==> config.mk <==
export PLATFORM = sky130hd
export DESIGN_NAME = cla32_adder_reg
export DESIGN_NICKNAME = d
export VERILOG_FILES = /design/src/rtl/cla32_adder_reg.sv
export SDC_FILE = /design/constraint.sdc
export NUM_CORES = 1
export LEC_CHECK = 0
export BUFFER_PORTS_ARGS = -buffer_cell sky130_fd_sc_hd__clkbuf_2
export CAP_MARGIN = 10
export CORE_UTILIZATION = 54
export CTS_CLUSTER_DIAMETER = 120
export DETAILED_ROUTE_END_ITERATION = 7
export PLACE_DENSITY = 0.94
export SYNTH_ARGS = -nofsm -noshare
export SYNTH_HDL_FRONTEND = slang
export SYNTH_SLANG_ARGS = --single-unit
==> constraint.sdc <==
create_clock -name clk -period 2.8 [get_ports clk]
set_clock_uncertainty 0.15 [all_clocks]
set_input_delay 0.56 -clock clk [delete_from_list [all_inputs] [get_ports clk]]
set_output_delay 0.56 -clock clk [all_outputs]
set_load 0.02 [all_outputs]
==> src/rtl/cla32_adder_reg.sv <==
// cla32_adder_reg: two-level carry-lookahead adder (a+b+cin) with registered sum, cout and signed overflow.
// Build option CLA_SATURATE_EN clamps the registered sum on signed overflow. WIDTH must be a multiple of GROUP.
module cla32_adder_reg #(
   parameter int WIDTH = 32,
   parameter int GROUP = 4
) (
   input  logic             clk,
   input  logic             rst,
   input  logic             in_valid,
   input  logic [WIDTH-1:0] a,
   input  logic [WIDTH-1:0] b,
   input  logic             cin,
   output logic             out_valid,
   output logic [WIDTH-1:0] sum,
   output logic             cout,
   output logic             of
);

   localparam int NGRP = WIDTH / GROUP;

   // Carry into position n as a flat sum of products: no term waits on a lower carry.
   function automatic logic lookahead(input logic [WIDTH-1:0] g,
                                      input logic [WIDTH-1:0] p,
                                      input logic             c0,
                                      input int               n);
      logic c;
      logic t;
      c = 1'b0;
      for (int j = 0; j < WIDTH; j++) begin
         if (j < n) begin
            t = g[j];
            for (int m = 0; m < WIDTH; m++) begin
               if (m > j && m < n) t = t & p[m];
            end
            c = c | t;
         end
      end
      t = c0;
      for (int m = 0; m < WIDTH; m++) begin
         if (m < n) t = t & p[m];
      end
      return c | t;
   endfunction

`ifdef CLA_SATURATE_EN
   function automatic logic [WIDTH-1:0] saturate(input logic [WIDTH-1:0] raw,
                                                 input logic             a_msb,
                                                 input logic             ovf);
      if (!ovf) return raw;
      return a_msb ? {1'b1, {(WIDTH-1){1'b0}}} : {1'b0, {(WIDTH-1){1'b1}}};
   endfunction
`endif

   logic [WIDTH-1:0] w_g;
   logic [WIDTH-1:0] w_p;
   logic [WIDTH-1:0] w_c;
   logic [NGRP-1:0]  w_grp_g;
   logic [NGRP-1:0]  w_grp_p;
   logic [NGRP:0]    w_cg;
   logic [WIDTH-1:0] w_gg_x;
   logic [WIDTH-1:0] w_gp_x;
   logic [WIDTH-1:0] w_raw_sum;
   logic [WIDTH-1:0] w_next_sum;
   logic             w_cout;
   logic             w_of;

   assign w_g = a & b;
   assign w_p = a ^ b;

   // First level: group generate/propagate plus the carries inside each group.
   for (genvar k = 0; k < NGRP; k++) begin : g_grp
      logic [WIDTH-1:0] w_gx;
      logic [WIDTH-1:0] w_px;

      always_comb begin
         w_gx = '0;
         w_px = '0;
         w_gx[GROUP-1:0] = w_g[k*GROUP +: GROUP];
         w_px[GROUP-1:0] = w_p[k*GROUP +: GROUP];
      end

      assign w_grp_g[k] = lookahead(w_gx, w_px, 1'b0, GROUP);
      assign w_grp_p[k] = &w_p[k*GROUP +: GROUP];

      for (genvar i = 0; i < GROUP; i++) begin : g_bit
         assign w_c[k*GROUP + i] = lookahead(w_gx, w_px, w_cg[k], i);
      end
   end

   always_comb begin
      w_gg_x = '0;
      w_gp_x = '0;
      w_gg_x[NGRP-1:0] = w_grp_g;
      w_gp_x[NGRP-1:0] = w_grp_p;
   end

   // Second level: every group carry-in straight from group G/P and cin; the last one is cout.
   for (genvar k = 0; k <= NGRP; k++) begin : g_lcu
      assign w_cg[k] = lookahead(w_gg_x, w_gp_x, cin, k);
   end

   assign w_raw_sum = w_p ^ w_c;
   assign w_cout    = w_cg[NGRP];
   assign w_of      = w_c[WIDTH-1] ^ w_cout;

`ifdef CLA_SATURATE_EN
   assign w_next_sum = saturate(w_raw_sum, a[WIDTH-1], w_of);
`else
   assign w_next_sum = w_raw_sum;
`endif

   logic             r_valid;
   logic [WIDTH-1:0] r_sum;
   logic             r_cout;
   logic             r_of;

   // Result flags hold across idle cycles; only out_valid drops.
   always_ff @(posedge clk or posedge rst) begin
      if (rst) begin
         r_valid <= 1'b0;
         r_sum   <= '0;
         r_cout  <= 1'b0;
         r_of    <= 1'b0;
      end else begin
         r_valid <= in_valid;
         if (in_valid) begin
            r_sum  <= w_next_sum;
            r_cout <= w_cout;
            r_of   <= w_of;
         end
      end
   end

   assign out_valid = r_valid;
   assign sum       = r_sum;
   assign cout      = r_cout;
   assign of        = r_of;

endmodule

# --- Word-level counts from Yosys, hierarchy flattened ---
# Cells that the tools add are included.
op_classes:
  reduce_logical: 8
  bitwise: 220
op_table:
  columns: ["op", "count"]
  rows:
  - ["$and 1x1->1", 108]
  - ["$or 1x1->1", 108]
  - ["$xor 32x32->32", 2]
  - ["$and 32x32->32", 1]
  - ["$reduce_and 4->1", 8]
  - ["$xor 1x1->1", 1]
totals:
  elab_cells: 232
  output_inout_bits: 35
  input_bits: 68
  regBits: 35

# --- Logic depth before layout (Yosys ltp) ---
# Gate-level depths: netlist of the first run.
logic_depth:
  ltp_word: 25
  depth_mapped: 15
  depth_no_buf: 15

# --- Worst setup path before layout of the first run ---
# OpenSTA, ideal clock, no wires.
synth_path:
  path_type: "input -> register"
  startpoint: "input port a[0]"
  endpoint: "register r_of (netlist: of)"
  t_arrival_ns: 3.487
  path_slack_ns: -0.924
  setup_time_ns: 0.087
  cell_stages: 15
  path_buffers: 0
  cell_sequence: "ha_1 a21oi_2 nor2_1 o31a_1 or3_4 o21ai_1 o21bai_1 a21o_1 ha_1 o21ai_1 nand2b_1 a21o_1 or3b_1 mux2_1 o211ai_1"
synth_between:
  elab_chain_len: 25
synth_lines:
  columns: ["element", "line", "source"]
  rows:
  - ["start: declaration", "10", "input logic [WIDTH-1:0] a,"]
  - ["$and 32x32->32", "67", "assign w_g = a & b;"]
  - ["$and 1x1->1 (3 in a row)", "33", "if (m > j && m < n) t = t & p[m];"]
  - ["$or 1x1->1 (3 in a row)", "35", "c = c | t;"]
  - ["$and 1x1->1 (6 in a row)", "33", null]
  - ["$or 1x1->1 (6 in a row)", "35", null]
  - ["$or 1x1->1", "42", "return c | t;"]
  - ["$and 1x1->1 (3 in a row)", "40", "if (m < n) t = t & p[m];"]
  - ["$or 1x1->1", "42", null]
  - ["$xor 1x1->1 (*)", "104", "assign w_of = w_c[WIDTH-1] ^ w_cout;"]
  - ["end signal: assignment", "129", "r_of <= w_of;"]
  - ["end: declaration", "115", "logic r_of;"]
# Every way passes the cells marked *; elsewhere a longest branch is shown, timed or not.
# A chain may end at the register's enable or synchronous reset.

# --- Worst setup path after layout of the first run ---
layout_path:
  startpoint: "input port a[2]"
  endpoint: "register r_of (netlist: of)"
layout_between:
  elab_chain_len: 24
layout_lines:
  columns: ["element", "line", "source"]
  rows:
  - ["$xor 32x32->32", "68", "assign w_p = a ^ b;"]
  - ["$and 1x1->1 (2 in a row)", "33", null]
  - ["$or 1x1->1 (3 in a row)", "35", null]
  - ["$and 1x1->1 (6 in a row)", "33", null]
  - ["$or 1x1->1 (6 in a row)", "35", null]
  - ["$or 1x1->1", "42", null]
  - ["$and 1x1->1 (3 in a row)", "40", null]
  - ["$or 1x1->1", "42", null]
  - ["$xor 1x1->1 (*)", "104", null]
# Marks and branches as above.

==> flow_summary.toml, run 1 <==
[cts]
hold_buffers = 0
path_clk_slew_ns = 0.08
cts_max_level = 2
cts_root_buf = "clkbuf_8"
clock_path_buffers = 2
cts_tree = "yes"
clkLatencyLatePin_ns = 0.28
cts_sinks = 35
cts_made_buffers = 5

[finish]
final_area_um2 = 4180
diodes = 0
fin_nets = 544
final_layout_size_suffix_gt1_share_pct = 57.9
syn_to_final_growth_pct = 54.9

[power]
p_clk_share_pct = 20.7
switching_share_pct = 36.2
p_int_mw = 1.37
switching_power_mw = 0.777
power_frac_seq_pct = 32.3
peakVddDrop_mv = 0.374
combPwrFrac_pct = 47.0
power_mw = 2.15
power_density_nw_per_um2 = 514
p_leak_nw = 2.10

[route]
drtIter0Drc = 109
wl_per_cell_um = 16.7
routed_via_density = 5.48
via_count = 2712
wl_mm = 8.29
ant_nets = 0
first_pass_iters = 4
drc = 0

[grt]
track_usage_pct = 29.6
grt_pass1_vias = 2765
grt_max_degree = 36
grt-ovfl-total = 0
grt_pass1_wl_mm = 11.9
antenna_found_initial = 0

[placed_design]
placed_area_um2 = 3780
post-place-ws_ns = -0.991
place_congestion = 0.858
dp_hpwl_mm = 5.69
io_buffer_count = 102

[setup_path]
worstSetupPathType = "in -> reg"
cp_max_fo = 3
cp_slowest_cell = "or3_4"
crit_path_end_kind = "register"
critical_path.top_delay_family = "compound AO/OA/AOI/OAI gates"
crit_path_cell_trace = "clkbuf_2 > ha_4 > a21oi_2 > nor2b_1 > o31a_1 > or3_4 > o21ai_4 > o21bai_2 > a21o_1 > ha_2 > o21ai_2 > nand2b_1 > a21o_1 > or3b_1 > mux2_4 > o211ai_1"
crit_required_ns = 2.86
slowest_delay_ns = 0.38
crit_arrival_ns = 3.58
crit_buf_inv = 1
crit_top_cell = "a21o_1"
start_kind = "primary input"

[synthesis]
yosysTopAreaCellShare_pct = 32.5
ys_seq_area_share_pct = 32.5
avgSynthCellArea_um2 = 10.5
synth.most_common_cell = "ha_1"
yosysWarnings = 0
async_flop_share_pct = 100
syn_nets = 372
synth_area_leaders = "dfrtp_1 (32%), ha_1 (19%), mux2_2 (10%)"
synth_commonest_cells = "ha_1 (40), dfrtp_1 (35), mux2_2 (24)"
netlist_area_um2 = 2700
synth_top_flop_cell = "dfrtp_1"
ys_seq_elements = 35
synth_largest_area_cell = "dfrtp_1"
synth_cells = 256
synth_edf_count = 0
ys_types = 36

[timing]
setup_violations = 19
fmax_ghz = 0.284
worst_pin_slew_ns = 0.646
fin_crit_ns = 3.52
maxSlewViolCount = 0
rsz0062_at_grt = "true"
setup_ws_ns = -0.718
slew_headroom_pct = 57.0
hold_violations = 0
period_share_pct = 126

[status]
outcome = "finished, violations left"
violations = "negative setup slack"

[floorplanning]
dieHeight_um = 72.7
design.core.area_um2 = 4750
initial_core_util_pct = 56.8
die_w_um = 72.7
boundaryPins = 103
fp-row-count = 25
dieArea_um2 = 5280

[min_path]
min_path_type = "in -> async"

[job]
maxCapViolCount = 0
## registers in the layout, indices dropped and copies added (netlist names)
| register | cells |
|---|---|
| cout | 1 |
| sum | 32 |
| of | 1 |
| out_valid | 1 |
## kinds of logic (layout without fill, tap and decap cells)
kind of cell | after synthesis | count (layout) | synth area share (%)
compound gates | 58 | 58 | 13.1
xor+xnor | 17 | 17 | 5.52
fa+ha+maj | 48 | 48 | 24.5
buf+inv | 14 | 186 | 1.95
flops | 35 | 35 | 32.5
mux | 27 | 27 | 11.4
simple gates | 57 | 57 | 11.1
## through the flow
step	util (%)	TNS (ns)	instances	hold slack, ns
after floorplan	-	-2.97	256	0.441
after global placement	79.6	-8.37	477	0.339
after detailed placement	79.6	-10.22	477	0.348
after CTS	84.7	-4.08	489	0.221
after global routing	87.9	-6.89	495	0.238
final	87.9	-5.48	495	0.204
## placed cells by master, fill, tap and decap left out, types with 5 or more instances in the layout
cell / instances
dfrtp_1: 35
ha_4: 8
o21ai_0: 5
clkbuf_8: 5
mux2_2: 17
o21ai_2: 6
clkbuf_2: 101
xor2_1: 8
a21oi_2: 6
ha_1: 29
a21oi_1: 16
nand2_1: 9
inv_1: 9
nor2b_1: 9
nor3_2: 5
nor2_1: 10
o21a_1: 9
xnor2_1: 5
mux2_4: 9
buf_4: 65
nand2b_1: 9
## layout make-up
class	instances	area [µm²]
timing repair buffer	170	1040
clock buffer	5	68.8
clock inverter	2	37.5
tap	67	83.8
sequential	35	876
fill	246	573
inverter	9	33.8
multi-input combinational	207	2040
## routing by layer
layer	share of wire [%]	global-route usage [%]	vias to the layer above
li1	-	-	1251
met2	57	57.0	104
met3	3.8	4.42	26
met1	36	31.0	1331
met4	3.1	14.4	0
met5	0	0	-
## path summary, 6_finish.rpt
path,startpoint,end,slack (ns),cells after the start
hold / removal,rst,sum[1]$_DFFE_PP0P_,0.20,3
setup / recovery,a[2],of$_DFFE_PP0P_,-0.72,16
min in group clk,sum[22]$_DFFE_PP0P_,sum[22]$_DFFE_PP0P_,0.36,1
max in group asynchronous,rst,sum[20]$_DFFE_PP0P_,1.96,3
setup reg to reg,of$_DFFE_PP0P_,of$_DFFE_PP0P_,1.74,3
hold reg to reg,sum[22]$_DFFE_PP0P_,sum[22]$_DFFE_PP0P_,0.36,1
## worst min-delay path, cell delays in order
cell,delay [ns]
clkbuf_2,0.08
inv_1,0.04
buf_4,0.40
## power by group through the flow
stage,logic [mW],clock network (mW),registers (mW)
2_1_floorplan,0.372,0,0.833
3_3_place_gp,0.842,0,0.691
3_5_place_dp,0.888,0,0.697
4_1_cts,0.939,0.452,0.689
5_1_grt,1.09,0.468,0.701
6_report,1.01,0.444,0.694
## what timing repair did
item	4_1_cts	5_1_grt
pin swaps	19	11
cloned	0	0
endpoints found under the setup margin	18	21
setup buffers	10	9
resized for setup	21	26
Note: power is estimated with default switching activity, not from simulation.
==> run 2: changes to the inputs <==
--- a/config.mk
+++ b/config.mk
@@ -5,7 +5,7 @@
 export SDC_FILE = /design/constraint.sdc
 export NUM_CORES = 1
 export LEC_CHECK = 0
-export BUFFER_PORTS_ARGS = -buffer_cell sky130_fd_sc_hd__clkbuf_2
+export BUFFER_PORTS_ARGS = -buffer_cell sky130_fd_sc_hd__buf_2
 export CAP_MARGIN = 10
 export CORE_UTILIZATION = 54
 export CTS_CLUSTER_DIAMETER = 120
==> flow_summary.toml, run 2 (synthesis results as in run 1) <==
[job]
maxCapViolCount = 0

[timing]
fin_crit_ns = 3.55
rsz0062_at_grt = "true"
setup_tns_ns = -9.89
worst_pin_slew_ns = 0.484
period_share_pct = 127
slew_headroom_pct = 67.7
whs_ns = 0.224
fmax_ghz = 0.282
setup_violations = 28
maxSlewViolCount = 0
setup_ws_ns = -0.745
hold_violations = 0

[setup_path]
ff2ff_setup_slack_ns = 1.74
worstRegToRegCells = 3
cp_slowest_cell = "or3_4"
crit_buf_inv = 1
critPathLaunch = "a[7]"
crit_arrival_ns = 3.60
cp_max_fo = 4
critical_path.top_delay_family = "compound AO/OA/AOI/OAI gates"
r2r-start = "of$_DFFE_PP0P_"
r2r-end = "of$_DFFE_PP0P_"
worstSetupPathType = "in -> reg"
crit_cells = 16
crit_path_end_kind = "register"
crit_required_ns = 2.85
crit_path_cell_trace = "buf_2 > ha_4 > a21oi_1 > o21a_1 > nor2_2 > or3_4 > o21ai_4 > o21bai_2 > a21o_1 > ha_2 > o21ai_2 > nand2b_1 > a21o_1 > or3b_4 > mux2_4 > o211ai_1"
slowest_delay_ns = 0.41
start_kind = "primary input"
crit_top_cell = "a21o_1"

[power]
peakVddDrop_mv = 0.410
p_int_mw = 1.33
power_density_nw_per_um2 = 494
p_clk_share_pct = 16.8
combPwrFrac_pct = 50.7
switching_power_mw = 0.816
power_frac_seq_pct = 32.4
switching_share_pct = 38.0
power_mw = 2.15
p_leak_nw = 2.17

[cts]
clkLatencyLatePin_ns = 0.28
cts_made_buffers = 5
clock_path_buffers = 2
cts_max_level = 2
cts_sinks = 35
cts_tree = "yes"
path_clk_slew_ns = 0.07
hold_buffers = 0
cts_root_buf = "clkbuf_8"

[finish]
final.fill_count = 199
final_layout_size_suffix_gt1_share_pct = 59.5
multi_input_area_um2 = 2090
fin_nets = 559
final_util_pct = 91.3
seqCellArea_um2 = 876
mostFrequentLayoutCells = "buf_2 (100), buf_4 (77), dfrtp_1 (35)"
final_common_cell = "buf_2"
diodes = 0
largest_reg_flops = 32
final_area_um2 = 4340
final_cells = 511
syn_to_final_growth_pct = 60.8

[placed_design]
place_congestion = 0.845
io_buffer_count = 102
placed_cells = 480
placed_area_um2 = 3810
post-place-ws_ns = -1.09
dp_hpwl_mm = 5.71

[grt]
grt_pass1_wl_mm = 13.0
grt_max_degree = 36
grt_pass1_vias = 2887
grt-ovfl-total = 0
antenna_found_initial = 0
track_usage_pct = 32.4

[floorplanning]
dieHeight_um = 72.7
design.core.area_um2 = 4750
die_w_um = 72.7
initial_core_util_pct = 56.8
dieArea_um2 = 5280
fp-row-count = 25
boundaryPins = 103

[route]
wl_mm = 9.33
drtIter0Drc = 208
ant_nets = 0
first_pass_iters = 4
routed_via_density = 5.59
via_count = 2859
drc = 0
wl_per_cell_um = 18.3

[status]
violations = "negative setup slack"
outcome = "finished, violations left"

[min_path]
min_path_type = "in -> async"
-- run 2: cell count changes in the layout (fill, tap and decap cells not counted), moves of 2 or more --
cell	previous run	this run
clkbuf_2	101	0
buf_2	0	100
buf_4	65	77
mux2_2	17	12
mux2_4	9	14
buf_6	3	7
a21oi_1	16	19
a21oi_2	6	3
clkbuf_1	0	2
ha_1	29	27
ha_4	8	10
nor3_1	4	2
xnor2_1	5	7
xnor2_2	3	1
-- run 2: worst max-delay path by stage --
| stage | to | slack (ns) |
|---|---|---|
| 3_5_place_dp | of$_DFFE_PP0P_ | -1.09 |
| 3_3_place_gp | of$_DFFE_PP0P_ | -0.90 |
| 6_report | of$_DFFE_PP0P_ | -0.75 |
| 5_1_grt | of$_DFFE_PP0P_ | -0.87 |
| 2_1_floorplan | of$_DFFE_PP0P_ | -0.79 |
| 4_1_cts | of$_DFFE_PP0P_ | -0.65 |
-- run 2: per-layer routing --
layer | GRT usage, % | vias to the layer above | wire, µm
li1 | - | 1290 | -
met1 | 34.1 | 1390 | 3420
met2 | 63.4 | 130 | 5090
met3 | 4.42 | 49 | 342
met4 | 14.6 | 0 | 486
met5 | 0 | - | 0
-- run 2: area by class of cell --
class,instances,share of cell area [%]
Clock inverter,1,0.115
Inverter,9,0.778
Sequential cell,35,20.2
Tap cell,67,1.93
Clock buffer,7,1.76
Multi-Input combinational cell,207,48.2
Timing Repair Buffer,185,27.0
-- run 2: worst reg2reg max path: stages, from the launching register on --
cell,delay (ns)
dfrtp_1,0.40
nor2b_1,0.13
a31oi_1,0.16
o211ai_1,0.10
-- run 2: timing repair --
item	4_1_cts	5_1_grt
buffers inserted	15	12
pin swaps	20	17
gates resized for setup	35	27
setup endpoints to repair	19	27
-- run 2: power groups by stage --
stage / logic, mW / registers (mW) / clock network, mW
floorplan: 0.372 / 0.833 / 0
global placement: 0.849 / 0.686 / 0
CTS: 0.971 / 0.684 / 0.356
global route: 1.16 / 0.703 / 0.382
detailed placement: 0.894 / 0.692 / 0
finish: 1.09 / 0.696 / 0.361
